### src/rtl/wisard_ctrl_pkg.sv
// Shared types for the wisard sample sequencer and its tester:
// FSM state enum, result bundle and default field widths.
package wisard_ctrl_pkg;

   localparam int CLASS_WIDTH_DEF = 1;
   localparam int TAG_WIDTH_DEF   = 4;

   typedef enum logic [1:0] {
      ST_IDLE,
      ST_STREAM,
      ST_WAIT,
      ST_RESP
   } seq_state_e;

   typedef struct packed {
      logic [CLASS_WIDTH_DEF-1:0] cls;
      logic [TAG_WIDTH_DEF-1:0]   tag;
      logic                       timeout;
   } wisard_res_t;

endpackage

### src/rtl/wisard_bit_serializer.sv
// Shift register + index counter streaming a sample LSB-first.
// Ports: i_load/i_data start a burst; o_sop, o_tuple_valid,
// o_tuple_bit go to the core; o_last flags the final bit.
module wisard_bit_serializer #(
   parameter int SAMPLE_BITS = 64
) (
   input  logic                   clk,
   input  logic                   rst_n,
   input  logic                   i_load,
   input  logic [SAMPLE_BITS-1:0] i_data,
   output logic                   o_sop,
   output logic                   o_tuple_valid,
   output logic                   o_tuple_bit,
   output logic                   o_last
);

   localparam int IW = $clog2(SAMPLE_BITS);
   localparam logic [IW-1:0] LAST_IDX = IW'(SAMPLE_BITS - 1);

   logic [SAMPLE_BITS-1:0] r_shift;
   logic [IW-1:0]          r_idx;
   logic                   r_tv;
   logic                   r_sop;

   always_ff @(posedge clk or negedge rst_n) begin
      if (!rst_n) begin
         r_shift <= '0;
         r_idx   <= '0;
         r_tv    <= 1'b0;
         r_sop   <= 1'b0;
      end else if (i_load) begin
         r_shift <= i_data;
         r_idx   <= '0;
         r_tv    <= 1'b1;
         r_sop   <= 1'b1;
      end else if (r_tv) begin
         r_shift <= r_shift >> 1;
         r_sop   <= 1'b0;
         if (r_idx == LAST_IDX) begin
            r_idx <= '0;
            r_tv  <= 1'b0;
         end else begin
            r_idx <= r_idx + IW'(1);
         end
      end
   end

   // Bit 0 of the shifter is always the bit currently on the wire.
   assign o_tuple_bit   = r_shift[0];
   assign o_tuple_valid = r_tv;
   assign o_sop         = r_sop;
   assign o_last        = r_tv && (r_idx == LAST_IDX);

endmodule

### src/rtl/wisard_sample_sequencer.sv
// Sequencer: accepts a sample, streams it to the wisard core,
// waits for a prediction (with timeout) and returns a tagged
// result. Ports: s_* request in, sop/tuple_* to core,
// prediction_* from core, r_* result out, status/counters.
module wisard_sample_sequencer
   import wisard_ctrl_pkg::*;
#(
   parameter int SAMPLE_BITS    = 64,
   parameter int CLASS_WIDTH    = CLASS_WIDTH_DEF,
   parameter int TAG_WIDTH      = TAG_WIDTH_DEF,
   parameter int TIMEOUT_CYCLES = 1024,
   parameter int CNT_WIDTH      = 16
) (
   input  logic                   clk,
   input  logic                   rst_n,
   input  logic                   s_valid,
   output logic                   s_ready,
   input  logic [SAMPLE_BITS-1:0] s_data,
   input  logic [TAG_WIDTH-1:0]   s_tag,
   output logic                   sop,
   output logic                   tuple_valid,
   output logic                   tuple_bit,
   input  logic                   prediction_valid,
   input  logic [CLASS_WIDTH-1:0] predicted_class,
   output logic                   r_valid,
   input  logic                   r_ready,
   output logic [CLASS_WIDTH-1:0] r_class,
   output logic [TAG_WIDTH-1:0]   r_tag,
   output logic                   r_timeout,
   output logic                   busy,
   output logic                   err_spurious,
   output logic [CNT_WIDTH-1:0]   cnt_done,
   output logic [CNT_WIDTH-1:0]   cnt_timeout
);

   localparam int TMW = $clog2(TIMEOUT_CYCLES + 1);
   localparam logic [TMW-1:0] TMO_LAST = TMW'(TIMEOUT_CYCLES - 1);

   seq_state_e r_state;
   seq_state_e w_next;

   logic                   w_s_ready;
   logic                   w_busy;
   logic                   w_r_valid;
   logic                   w_load;
   logic                   w_last;
   logic                   w_pv_hit;
   logic                   w_tmo_hit;

   logic [TMW-1:0]         r_tmo;
   logic [TAG_WIDTH-1:0]   r_tag_hold;
   logic [CLASS_WIDTH-1:0] r_res_class;
   logic [TAG_WIDTH-1:0]   r_res_tag;
   logic                   r_res_to;
   logic                   r_err;
   logic [CNT_WIDTH-1:0]   r_cnt_done;
   logic [CNT_WIDTH-1:0]   r_cnt_tmo;

   wisard_bit_serializer #(
      .SAMPLE_BITS (SAMPLE_BITS)
   ) u_ser (
      .clk           (clk),
      .rst_n         (rst_n),
      .i_load        (w_load),
      .i_data        (s_data),
      .o_sop         (sop),
      .o_tuple_valid (tuple_valid),
      .o_tuple_bit   (tuple_bit),
      .o_last        (w_last)
   );

   always_ff @(posedge clk or negedge rst_n) begin
      if (!rst_n) r_state <= ST_IDLE;
      else        r_state <= w_next;
   end

   always_comb begin
      w_next    = r_state;
      w_s_ready = 1'b0;
      w_busy    = 1'b1;
      w_r_valid = 1'b0;
      unique case (r_state)
         ST_IDLE: begin
            w_s_ready = 1'b1;
            w_busy    = 1'b0;
            if (s_valid) w_next = ST_STREAM;
         end
         ST_STREAM: begin
            if (w_last) w_next = ST_WAIT;
         end
         ST_WAIT: begin
            if (w_pv_hit || w_tmo_hit) w_next = ST_RESP;
         end
         ST_RESP: begin
            w_r_valid = 1'b1;
            if (r_ready) w_next = ST_IDLE;
         end
         default: w_next = ST_IDLE;
      endcase
   end

   assign w_load    = s_valid && w_s_ready;
   assign w_pv_hit  = (r_state == ST_WAIT) && prediction_valid;
   // A prediction on the limit cycle wins over the timeout.
   assign w_tmo_hit = (r_state == ST_WAIT) && !prediction_valid
                      && (r_tmo == TMO_LAST);

   always_ff @(posedge clk or negedge rst_n) begin
      if (!rst_n) begin
         r_tmo       <= '0;
         r_tag_hold  <= '0;
         r_res_class <= '0;
         r_res_tag   <= '0;
         r_res_to    <= 1'b0;
         r_err       <= 1'b0;
         r_cnt_done  <= '0;
         r_cnt_tmo   <= '0;
      end else begin
         if (w_load) r_tag_hold <= s_tag;
         if (r_state == ST_WAIT) r_tmo <= r_tmo + TMW'(1);
         else                    r_tmo <= '0;
         if (w_pv_hit) begin
            r_res_class <= predicted_class;
            r_res_tag   <= r_tag_hold;
            r_res_to    <= 1'b0;
            if (r_cnt_done != '1)
               r_cnt_done <= r_cnt_done + CNT_WIDTH'(1);
         end else if (w_tmo_hit) begin
            r_res_class <= '0;
            r_res_tag   <= r_tag_hold;
            r_res_to    <= 1'b1;
            if (r_cnt_tmo != '1)
               r_cnt_tmo <= r_cnt_tmo + CNT_WIDTH'(1);
         end
         if (prediction_valid && (r_state != ST_WAIT))
            r_err <= 1'b1;
      end
   end

   assign s_ready      = w_s_ready;
   assign busy         = w_busy;
   assign r_valid      = w_r_valid;
   assign r_class      = r_res_class;
   assign r_tag        = r_res_tag;
   assign r_timeout    = r_res_to;
   assign err_spurious = r_err;
   assign cnt_done     = r_cnt_done;
   assign cnt_timeout  = r_cnt_tmo;

endmodule

### config.mk
export PLATFORM = sky130hd
export DESIGN_NAME = wisard_sample_sequencer
export DESIGN_NICKNAME = d
export VERILOG_FILES = /design/src/rtl/wisard_ctrl_pkg.sv /design/src/rtl/wisard_bit_serializer.sv /design/src/rtl/wisard_sample_sequencer.sv
export SDC_FILE = /design/constraint.sdc
export NUM_CORES = 1
export LEC_CHECK = 0
export CAP_MARGIN = 10
export CORE_ASPECT_RATIO = 0.75
export CORE_UTILIZATION = 40
export DETAILED_ROUTE_END_ITERATION = 8
export PLACE_DENSITY = 0.67
export REMOVE_ABC_BUFFERS = 1
export SYNTH_ARGS = -nofsm -noshare
export SYNTH_HDL_FRONTEND = slang
export SYNTH_HIERARCHICAL = 1
export SYNTH_SLANG_ARGS = --single-unit
export TNS_END_PERCENT = 10
### constraint.sdc
create_clock -name clk -period 2.12 [get_ports clk]
set_input_delay 0.212 -clock clk [delete_from_list [all_inputs] [get_ports clk]]
set_output_delay 0.212 -clock clk [all_outputs]
set_load 0.1 [all_outputs]
### Word level (Yosys, flattened, before mapping)

Index checks and enable logic that the tools add are counted.

* flip-flop bits (word level): 128
* bits of input ports: 74
* output and inout bits: 45
* logic and storage cells: 69

* $add $sub $neg: 4
* equality and inequality tests: 12
* mux-type cells: 25
* bitwise operators: 1
* reductions and logical operators: 14

Operators by type and width (number)
* $mux W64: 2
* $add A16 B1 Y16 const B: 2
* $ne A16 B16 Y1 const B: 2
* $mux W6: 3
* $mux W1: 12
* $add A11 B1 Y11 const B: 1
* $eq A11 B10 Y1 const B: 1
* $mux W11: 1
* $mux W2: 4
* $mux W4: 2
* $ne A2 B2 Y1 const B: 4
* $pmux W2 S4: 1
* $add A6 B1 Y6 const B: 1
* $eq A6 B6 Y1 const B: 1
* $logic_and A1 B1 Y1: 6
* $eq A2 B2 Y1 const B: 2
* $reduce_and A4 Y1: 1
* $reduce_bool A2 Y1: 2
* $reduce_and A3 Y1: 1
* $eq A2 B1 Y1 const B: 1
* $logic_not A2 Y1: 1
* $ne A2 B1 Y1 const B: 1
* $reduce_and A2 Y1: 1
* $logic_not A1 Y1: 1
* 2 further kinds: 2

### Longest topological paths before layout

Gate-level depths: netlist of run 1.

* depth in word-level cells: 6
* mapped depth: 9
* depth with buffers taken out: 8

### Modules after synthesis

The synthesis of run 1 kept the hierarchy.

By module, submodules not included
* wisard_bit_serializer: times used 1, cells an instance 319, area each 3306.9 µm², seq. area each 1801.7 µm²
* wisard_sample_sequencer: times used 1, cells an instance 238, area each 2610.0 µm², seq. area each 1401.3 µm²

### Least setup slack after synthesis of run 1

OpenSTA, ideal clock, no wires.

* kind: reg2reg
* start: reg r_state[0]
* end: reg r_state[0]
* library setup time: 126 ps
* data arrival time: 2671 ps
* data required time: 1994 ps
* slack: -677 ps
* stages on the path, launching flop included: 7
* path buffers: 0
* clock period less this slack: 2797 ps
* cell sequence: dfrtp_1 -> inv_1 -> ha_1 -> inv_1 -> o221ai_1 -> a21oi_1 -> o32a_1

* word-level cells in the longest chain between the ends: 6
* elaborated cells between the ends (all ways): 14
* classes of those cells: eq/ne (7); mux (1); reduce/logical (6)

RTL lines
* from (decl): line wisard_sample_sequencer.sv:39 `seq_state_e r_state;`
* from (signal assigned): line wisard_sample_sequencer.sv:74 `else r_state <= w_next;`
* $eq A2 B2 Y1: line wisard_sample_sequencer.sv:82, wisard_sample_sequencer.sv:103, wisard_sample_sequencer.sv:105
* $logic_and A1 B1 Y1: line wisard_sample_sequencer.sv:105 `assign w_tmo_hit = (r_state == ST_WAIT) && !prediction_valid`
* $logic_and A1 B1 Y1: line wisard_sample_sequencer.sv:106 `&& (r_tmo == TMO_LAST);`
* $logic_or A1 B1 Y1: line wisard_sample_sequencer.sv:92 `if (w_pv_hit || w_tmo_hit) w_next = ST_RESP;`
* $ne A2 B2 Y1 (no line)
* $reduce_and A4 Y1 (no line)

Several ways; a longest one is shown, not always the timed one.
A chain may end at the register's enable or synchronous reset.

### Worst setup path in the final report of run 1

* start: reg u_ser.r_idx[0]
* end: reg r_state[0]

* word-level cells in the longest chain between the ends: 4

RTL lines
* from (decl): line wisard_bit_serializer.sv:21 `logic [IW-1:0] r_idx;`
* from (signal assigned): line wisard_bit_serializer.sv:43 `r_idx <= r_idx + IW'(1);`
* $eq A6 B6 Y1: line wisard_bit_serializer.sv:52 `assign o_last = r_tv && (r_idx == LAST_IDX);`
* $logic_and A1 B1 Y1: line wisard_bit_serializer.sv:52
* net w_last: line wisard_sample_sequencer.sv:46 `logic w_last;`
* $ne A2 B1 Y1 (no line)
* $reduce_and A4 Y1 (no line)

The timed path passes the listed nets, and every way through them passes these cells.

==> out/qor.csv, run 1 <==
stage,metric,value,unit
synthesis,Yosys top cell by area,dfrtp_1,
routing,WL final,13.1,mm
timing,RSZ-0062 raised after global routing,true,
placement,DP HPWL,9.03,mm
finish,post-route cell area,7920,um2
routing,"antenna viol nets, final",0,
routing,DR vias,4451,
synthesis,area share of fa/ha/maj cells after synthesis,1.90,%
timing,hold_ws,0.288,ns
timing,post-layout minimum cycle time,2.01,ns
synthesis,mux cell area share after synthesis,12.8,%
status,status,completed,
setup_path,Critical Path Fanout Max,6,
finish,diodes inserted,0,
power_and_ir_drop,Pint,6.25,mW
timing,# setup viols final,0,
grt,largest net degree at the start of global routing,73,
routing,DRC,0,
timing,Slew HR,54.5,%
setup_path,required time of the critical path,2.48,ns
power_and_ir_drop,Pleak,3.87,nW
timing,Final Hold Fails,0,
timing,Final WS setup,0.114,ns
power_and_ir_drop,Sw Share,36.4,%
clocking,Clock Tree Root,clkbuf_16,
grt,grt ovf,0,
synthesis,Post-synth ARST share,100,%
clocking,H-tree Lvls,4,
setup_path,CP Class,register to register,
synthesis,xor/xnor share of the synthesized area,5.48,%
clocking,CTS tree,done,
routing,average wire per standard cell,14.6,um
clocking,cts bufs inserted,17,
placement,"Cell Area, Placed",7270,um2
synthesis,mapped cell area,5920,um2
synthesis,largest family of logic cells by synthesized area,simple AND/OR/NAND/NOR gates,
setup_path,crit end category,register,
synthesis,Yosys reg bits,128,
finish,area growth from synthesis to layout,33.8,%
power_and_ir_drop,clock network fraction of design power,30.2,%
grt,first-pass GRT wire length,22.3,mm
placement,GPL Wtd Cong,0.805,
synthesis,post-synthesis sequential area ratio,54.1,%
synthesis,area fraction in compound gates after synthesis,8.44,%
clocking,clk buf depth,2,
finish,layout cells sized above 1,15.9,%
setup_path,R2R Setup Slk,0.11,ns
power_and_ir_drop,Max VDD drop,0.609,mV
timing,Worst Max-Slew Pin Slew,0.677,ns
placement,pre-CTS WS,0.0246,ns
routing,Initial DRT Pass Iterations,7,
routing,Starting DRT DRC Count,214,
floorplanning,core box area,14500,um2
finish,layout net count,766,
power_and_ir_drop,combinational share of power,31.3,%
floorplanning,Die W,142,um
finish,utilization after layout,54.8,%
floorplanning,die area,15300,um2
min_path,hold crit path type,input pin to asynchronous set/reset pin,
clocking,Clock transition at path regs,0.06,ns
power_and_ir_drop,switching power of the nets,3.58,mW
timing,fin. max-slew vios,0,
setup_path,CP arrival,2.36,ns
floorplanning,Die Span Y,107,um
clocking,clock sinks,128,
clocking,Clock Latency Late Sink,0.42,ns
flow_run,total of max-cap violations,0,
grt,initial antenna violation count,0,
synthesis,Synth top area share,54.1,%
synthesis,Synth Area in Simple Gates,14.3,%
synthesis,ys flop type,dfrtp_1,
placement,Port Buffers,118,
grt,GRT Resource Usage Total,18.8,%
synthesis,Ys Warns,6,
synthesis,Mean Syn Cell Area,10.6,um2
timing,fin crit share,94.6,%
floorplanning,Initial Util,40.9,%
timing,fmax,499,MHz
floorplanning,# IOs,119,
synthesis,count of cell types in the netlist,40,
timing,skew final,0.00587,ns
routing,via-per-instance ratio,4.97,
synthesis,Syn Inst Count,557,
finish,fillcell total,1284,
floorplanning,number of core rows,38,
grt,vias in the first global route,4547,
power_and_ir_drop,Reg power frac,38.5,%
power_and_ir_drop,Power Density,1240,nW/um2
synthesis,Post-synth EDFFs,0,
setup_path,critical path launch point type,register,
synthesis,Area contributors post-synth,"dfrtp_1, mux2i_1, o21ai_0, nand2_1, xnor2_1",
timing,setup_tns,0,ns
stage by stage:
step | cells | power [mW]
2_1_floorplan | 533 | 5.92
3_3_place_gp | 861 | 6.77
3_5_place_dp | 861 | 6.90
4_1_cts | 894 | 9.93
5_1_grt | 896 | 10.4
6_report | 896 | 9.83
registers in the layout (all words and copies together) (netlist names):
signal               flops
cnt_timeout             16
r_tag                    4
err_spurious             1
r_timeout                1
u_ser/o_sop              1
r_tmo                   11
u_ser/o_tuple_valid      1
r_state                  2
r_tag_hold               4
r_class                  1
u_ser/r_shift           64
u_ser/r_idx              6
cnt_done                16
logic make-up (layout without fill, tap and decap cells):
family	after synthesis	count (layout)
buf+inv	37	176
flops	128	128
compound gates	90	90
xor+xnor	37	37
mux	74	74
simple gates	182	182
fa+ha+maj	9	9
worst paths after layout:
check                               startpoint                   to  cells past startpoint
worst max-delay path            u_ser/r_idx[0]           r_state[0]                      7
worst min-delay path                     rst_n       cnt_timeout[2]                      2
worst max register to register  u_ser/r_idx[0]           r_state[0]                      7
worst min register to register    err_spurious         err_spurious                      1
max in group asynchronous                rst_n  u_ser/o_tuple_valid                      3
min in group clk                    s_data[57]    u_ser/r_shift[57]                      3
power groups by stage:
stage          logic [mW]  clock network (mW)  registers, mW
2_1_floorplan        1.49                   0           4.44
3_3_place_gp         3.00                   0           3.77
3_5_place_dp         3.08                   0           3.82
4_1_cts              3.11                3.04           3.79
5_1_grt              3.38                3.17           3.89
6_report             3.08                2.97           3.78
placed cells by master (no fill, tap or decap), drive strengths merged:
cell type / count
dfrtp: 128
nand2: 87
clkdlybuf4s50: 72
o21ai: 69
mux2i: 63
buf: 58
nor2: 28
clkbuf: 22
nand3: 19
xnor2: 19
xor2: 18
nand4: 16
inv: 12
mux2: 11
nor3: 10
a21oi: 10
ha: 9
clkinv: 6
and3: 4
nand2b: 3
bufinv: 3
or3: 3
and2: 2
and2b: 2
a21o: 2
nor2b: 2
clkinvlp: 2
o211ai: 2
and4: 2
or2: 2
a211o: 1
o221ai: 1
o2bb2ai: 1
a211oi: 1
nor4: 1
a41oi: 1
o32a: 1
dlygate4sd3: 1
nand3b: 1
a2bb2oi: 1
routing by layer:
layer / track usage [%] / part of all wire, %
met1: 25.1 / 47
met2: 28.8 / 48
met3: 5.47 / 3.8
met4: 7.60 / 1.5
met5: 0 / 0
synth_stat cells, types with 3 or more instances:
master      n
dfrtp_1   128
nand2_1    87
o21ai_0    69
mux2i_1    63
nor2_1     28
nand3_1    19
xnor2_1    19
xor2_1     18
nand4_1    15
inv_1      13
mux2_2     11
a21oi_1    10
nor3_1     10
clkbuf_1    9
ha_1        9
buf_2       8
buf_4       7
and3_1      4
nand2b_1    3
what timing repair did:
item,in CTS,in global routing
resized for setup,1,2
setup endpoints to repair,1,23
hold endpoints to repair,31,0
gates cloned,0,0
hold buffers,1,0
pin swaps,0,2
buffers inserted,0,2
area by class of cell:
type / instances / area (um2) / area share (%)
Timing Repair Buffer: 131 / 1250 / 15.8
Clock buffer: 22 / 474 / 5.99
Tap cell: 200 / 250 / 3.16
Clock inverter: 10 / 134 / 1.69
Multi-Input combinational cell: 392 / 2550 / 32.2
Inverter: 13 / 50.0 / 0.632
Sequential cell: 128 / 3210 / 40.5
worst max-delay path, stage by stage (launching register included):
cell	delay [ns]
dfrtp_1	0.45
ha_1	0.27
nand3_1	0.19
nor3_1	0.25
nand2b_1	0.15
o221ai_1	0.16
a21oi_1	0.27
o32a_1	0.20
No activity file was read; power rests on OpenSTA's default activity.
==> run 2: changes to the inputs <==
--- a/config.mk
+++ b/config.mk
@@ -9,6 +9,7 @@
 export CORE_ASPECT_RATIO = 0.75
 export CORE_UTILIZATION = 40
 export DETAILED_ROUTE_END_ITERATION = 8
+export GPL_ROUTABILITY_DRIVEN = 1
 export PLACE_DENSITY = 0.67
 export REMOVE_ABC_BUFFERS = 1
 export SYNTH_ARGS = -nofsm -noshare
==> results of run 2 <==
The final DEF is identical to that of run 1; final timing and power are the same.
==> run 3: changes to the inputs <==
--- a/config.mk
+++ b/config.mk
@@ -6,7 +6,7 @@
 export NUM_CORES = 1
 export LEC_CHECK = 0
 export CAP_MARGIN = 10
-export CORE_ASPECT_RATIO = 0.75
+export CORE_MARGIN = 1.5
 export CORE_UTILIZATION = 40
 export DETAILED_ROUTE_END_ITERATION = 8
 export GPL_ROUTABILITY_DRIVEN = 1
==> run 3 against run 2 <==
  * Design area rose by 0.43%
  * Routed wire length is 4.5% lower
  * Non-clock buffer count grew 2
  * Critical endpoint is now cnt_timeout[12]
  * First-iteration DRC count shrank 1.9%
  * Flip-flop and latch count unchanged
  * Count of clock-buffer cells in the layout stayed put
  * Total power rose by 1.5%
  * Die area up 1.6%
==> out/qor.csv, run 3 (same netlist as run 1, synthesis figures left out) <==
stage,metric,value,unit,change
status,status,completed,,unchanged
finish,Multi-input gate area,2540,um2,was 2550 um2
power_and_ir_drop,Power Total,9.98,mW,was 9.83 mW
grt,largest net degree at the start of global routing,73,,unchanged
finish,"most common cell after layout, fill and taps aside",dfrtp_1,,unchanged
timing,skew final,0.00932,ns,was 0.00587 ns
timing,fmax,507,MHz,was 499 MHz
power_and_ir_drop,Max VDD drop,0.596,mV,was 0.609 mV
placement,pre-CTS WS,0.0166,ns,was 0.0246 ns
routing,DR vias,4422,,"was 4,451"
finish,max reg flops,64,,unchanged
clocking,H-tree Lvls,4,,unchanged
finish,Top reg by flops,u_ser/r_shift,,unchanged
finish,layout net count,768,,was 766
floorplanning,Die W,125,um,was 142 um
floorplanning,core box area,14500,um2,about the same
grt,vias in the first global route,4616,,"was 4,547"
timing,fin. max-slew vios,0,,unchanged
finish,layout cells sized above 1,16.3,%,was 15.9%
routing,via-per-instance ratio,5.01,,was 4.97
routing,average wire per standard cell,14.2,um,was 14.6 um
placement,GPL Wtd Cong,0.801,,was 0.805
finish,Finished Layout Cells,882,,was 896
grt,grt ovf,0,,unchanged
floorplanning,# IOs,119,,unchanged
clocking,clk buf depth,2,,unchanged
power_and_ir_drop,Power Density,1250,nW/um2,was 1240 nW/um2
finish,most frequent cells in the layout,"dfrtp_1, nand2_1, clkdlybuf4s50_1",,unchanged
clocking,cts bufs inserted,17,,unchanged
routing,DRC,0,,unchanged
setup_path,CP Class,register to register,,unchanged
routing,Starting DRT DRC Count,210,,was 214
clocking,Clock transition at path regs,0.05,ns,was 0.06 ns
placement,DP HPWL,8.68,mm,was 9.03 mm
flow_run,total of max-cap violations,0,,unchanged
finish,fillcell total,1318,,"was 1,284"
finish,Seq. cell area,3210,um2,unchanged
floorplanning,number of core rows,44,,was 38
placement,Port Buffers,118,,unchanged
setup_path,Critical Path Fanout Max,6,,unchanged
timing,Final WS setup,0.148,ns,was 0.114 ns
finish,diodes inserted,0,,unchanged
clocking,clock sinks,128,,unchanged
timing,Worst Max-Slew Pin Slew,0.512,ns,was 0.677 ns
placement,cell count after placement,847,,was 861
grt,GRT Resource Usage Total,17.4,%,was 18.8%
placement,"Cell Area, Placed",7270,um2,about the same
timing,hold_ws,0.333,ns,was 0.288 ns
grt,initial antenna violation count,0,,unchanged
routing,Initial DRT Pass Iterations,4,,was 7
routing,"antenna viol nets, final",0,,unchanged
timing,Final Hold Fails,0,,unchanged
timing,# setup viols final,0,,unchanged
setup_path,critical path launch point type,register,,unchanged
timing,Slew HR,65.9,%,was 54.5%
finish,area growth from synthesis to layout,34.4,%,was 33.8%
power_and_ir_drop,Pleak,3.91,nW,was 3.87 nW
finish,post-route cell area,7950,um2,was 7920 um2
clocking,Clock Latency Late Sink,0.41,ns,was 0.42 ns
routing,WL final,12.5,mm,was 13.1 mm
floorplanning,die area,15500,um2,"was 15,300 um2"
timing,fin crit share,93.0,%,was 94.6%
clocking,CTS tree,done,,unchanged
grt,first-pass GRT wire length,21.8,mm,was 22.3 mm
clocking,Clock Tree Root,clkbuf_16,,unchanged
timing,post-layout minimum cycle time,1.97,ns,was 2.01 ns
setup_path,crit end category,register,,unchanged
min_path,hold crit path type,input pin to asynchronous set/reset pin,,unchanged
floorplanning,Die Span Y,125,um,was 107 um
setup_path,CP arrival,2.27,ns,was 2.36 ns
floorplanning,Initial Util,40.9,%,about the same
setup_path,required time of the critical path,2.42,ns,was 2.48 ns
run 3: worst paths after layout:
path / startpoint / to / slack [ns] / cells after the start
hold / removal: rst_n / u_ser/r_shift[57] / 0.33 / 2
setup reg to reg: r_state[0] / cnt_timeout[12] / 0.15 / 7
max in group asynchronous: rst_n / u_ser/r_shift[3] / 1.14 / 3
setup / recovery: r_state[0] / cnt_timeout[12] / 0.15 / 7
hold reg to reg: r_tmo[0] / r_tmo[0] / 0.49 / 1
min in group clk: s_data[26] / u_ser/r_shift[26] / 0.36 / 3
run 3: layer usage:
layer | track usage [%] | up-vias | routed length, um
li1 | - | 2181 | -
met1 | 20.6 | 2128 | 5410
met2 | 28.9 | 97 | 6290
met3 | 5.63 | 16 | 609
met4 | 7.64 | 0 | 213
met5 | 0 | - | 0
run 3: repair_timing:
item	in CTS	in global routing
hold endpoints to repair	34	0
resized for setup	0	2
endpoints found under the setup margin	0	10
hold buffers	1	0
setup buffers	0	2
run 3: layout make-up:
type	instances	area share (%)
Inverter	13	0.630
Clock buffer	22	6.22
Clock inverter	10	1.95
Multi-Input combinational cell	392	32.0
Sequential cell	128	40.3
Tap cell	184	2.90
Timing Repair Buffer	133	16.0
run 3: report_power, final:
| group | internal (mW) | switching, mW | total (mW) | leakage [nW] |
|---|---|---|---|---|
| clock network | 2.11 | 1.03 | 3.14 | 0.318 |
| logic | 1.07 | 2.00 | 3.06 | 1.96 |
| registers | 3.25 | 0.522 | 3.77 | 1.63 |
run 3: worst max-delay path, stage by stage, from the launching register on:
cell	delay [ns]
dfrtp_1	0.42
inv_1	0.13
ha_2	0.23
and2b_2	0.21
nand4_1	0.11
buf_4	0.18
nor3_1	0.21
mux2_2	0.36
run 3: through the flow:
stage	TNS, ns	utilization, %
after floorplan	-129.11	-
after global placement	0	50.2
after detailed placement	0	50.2
after CTS	0	54.8
after global routing	-0.00367	54.9
final	0	54.9
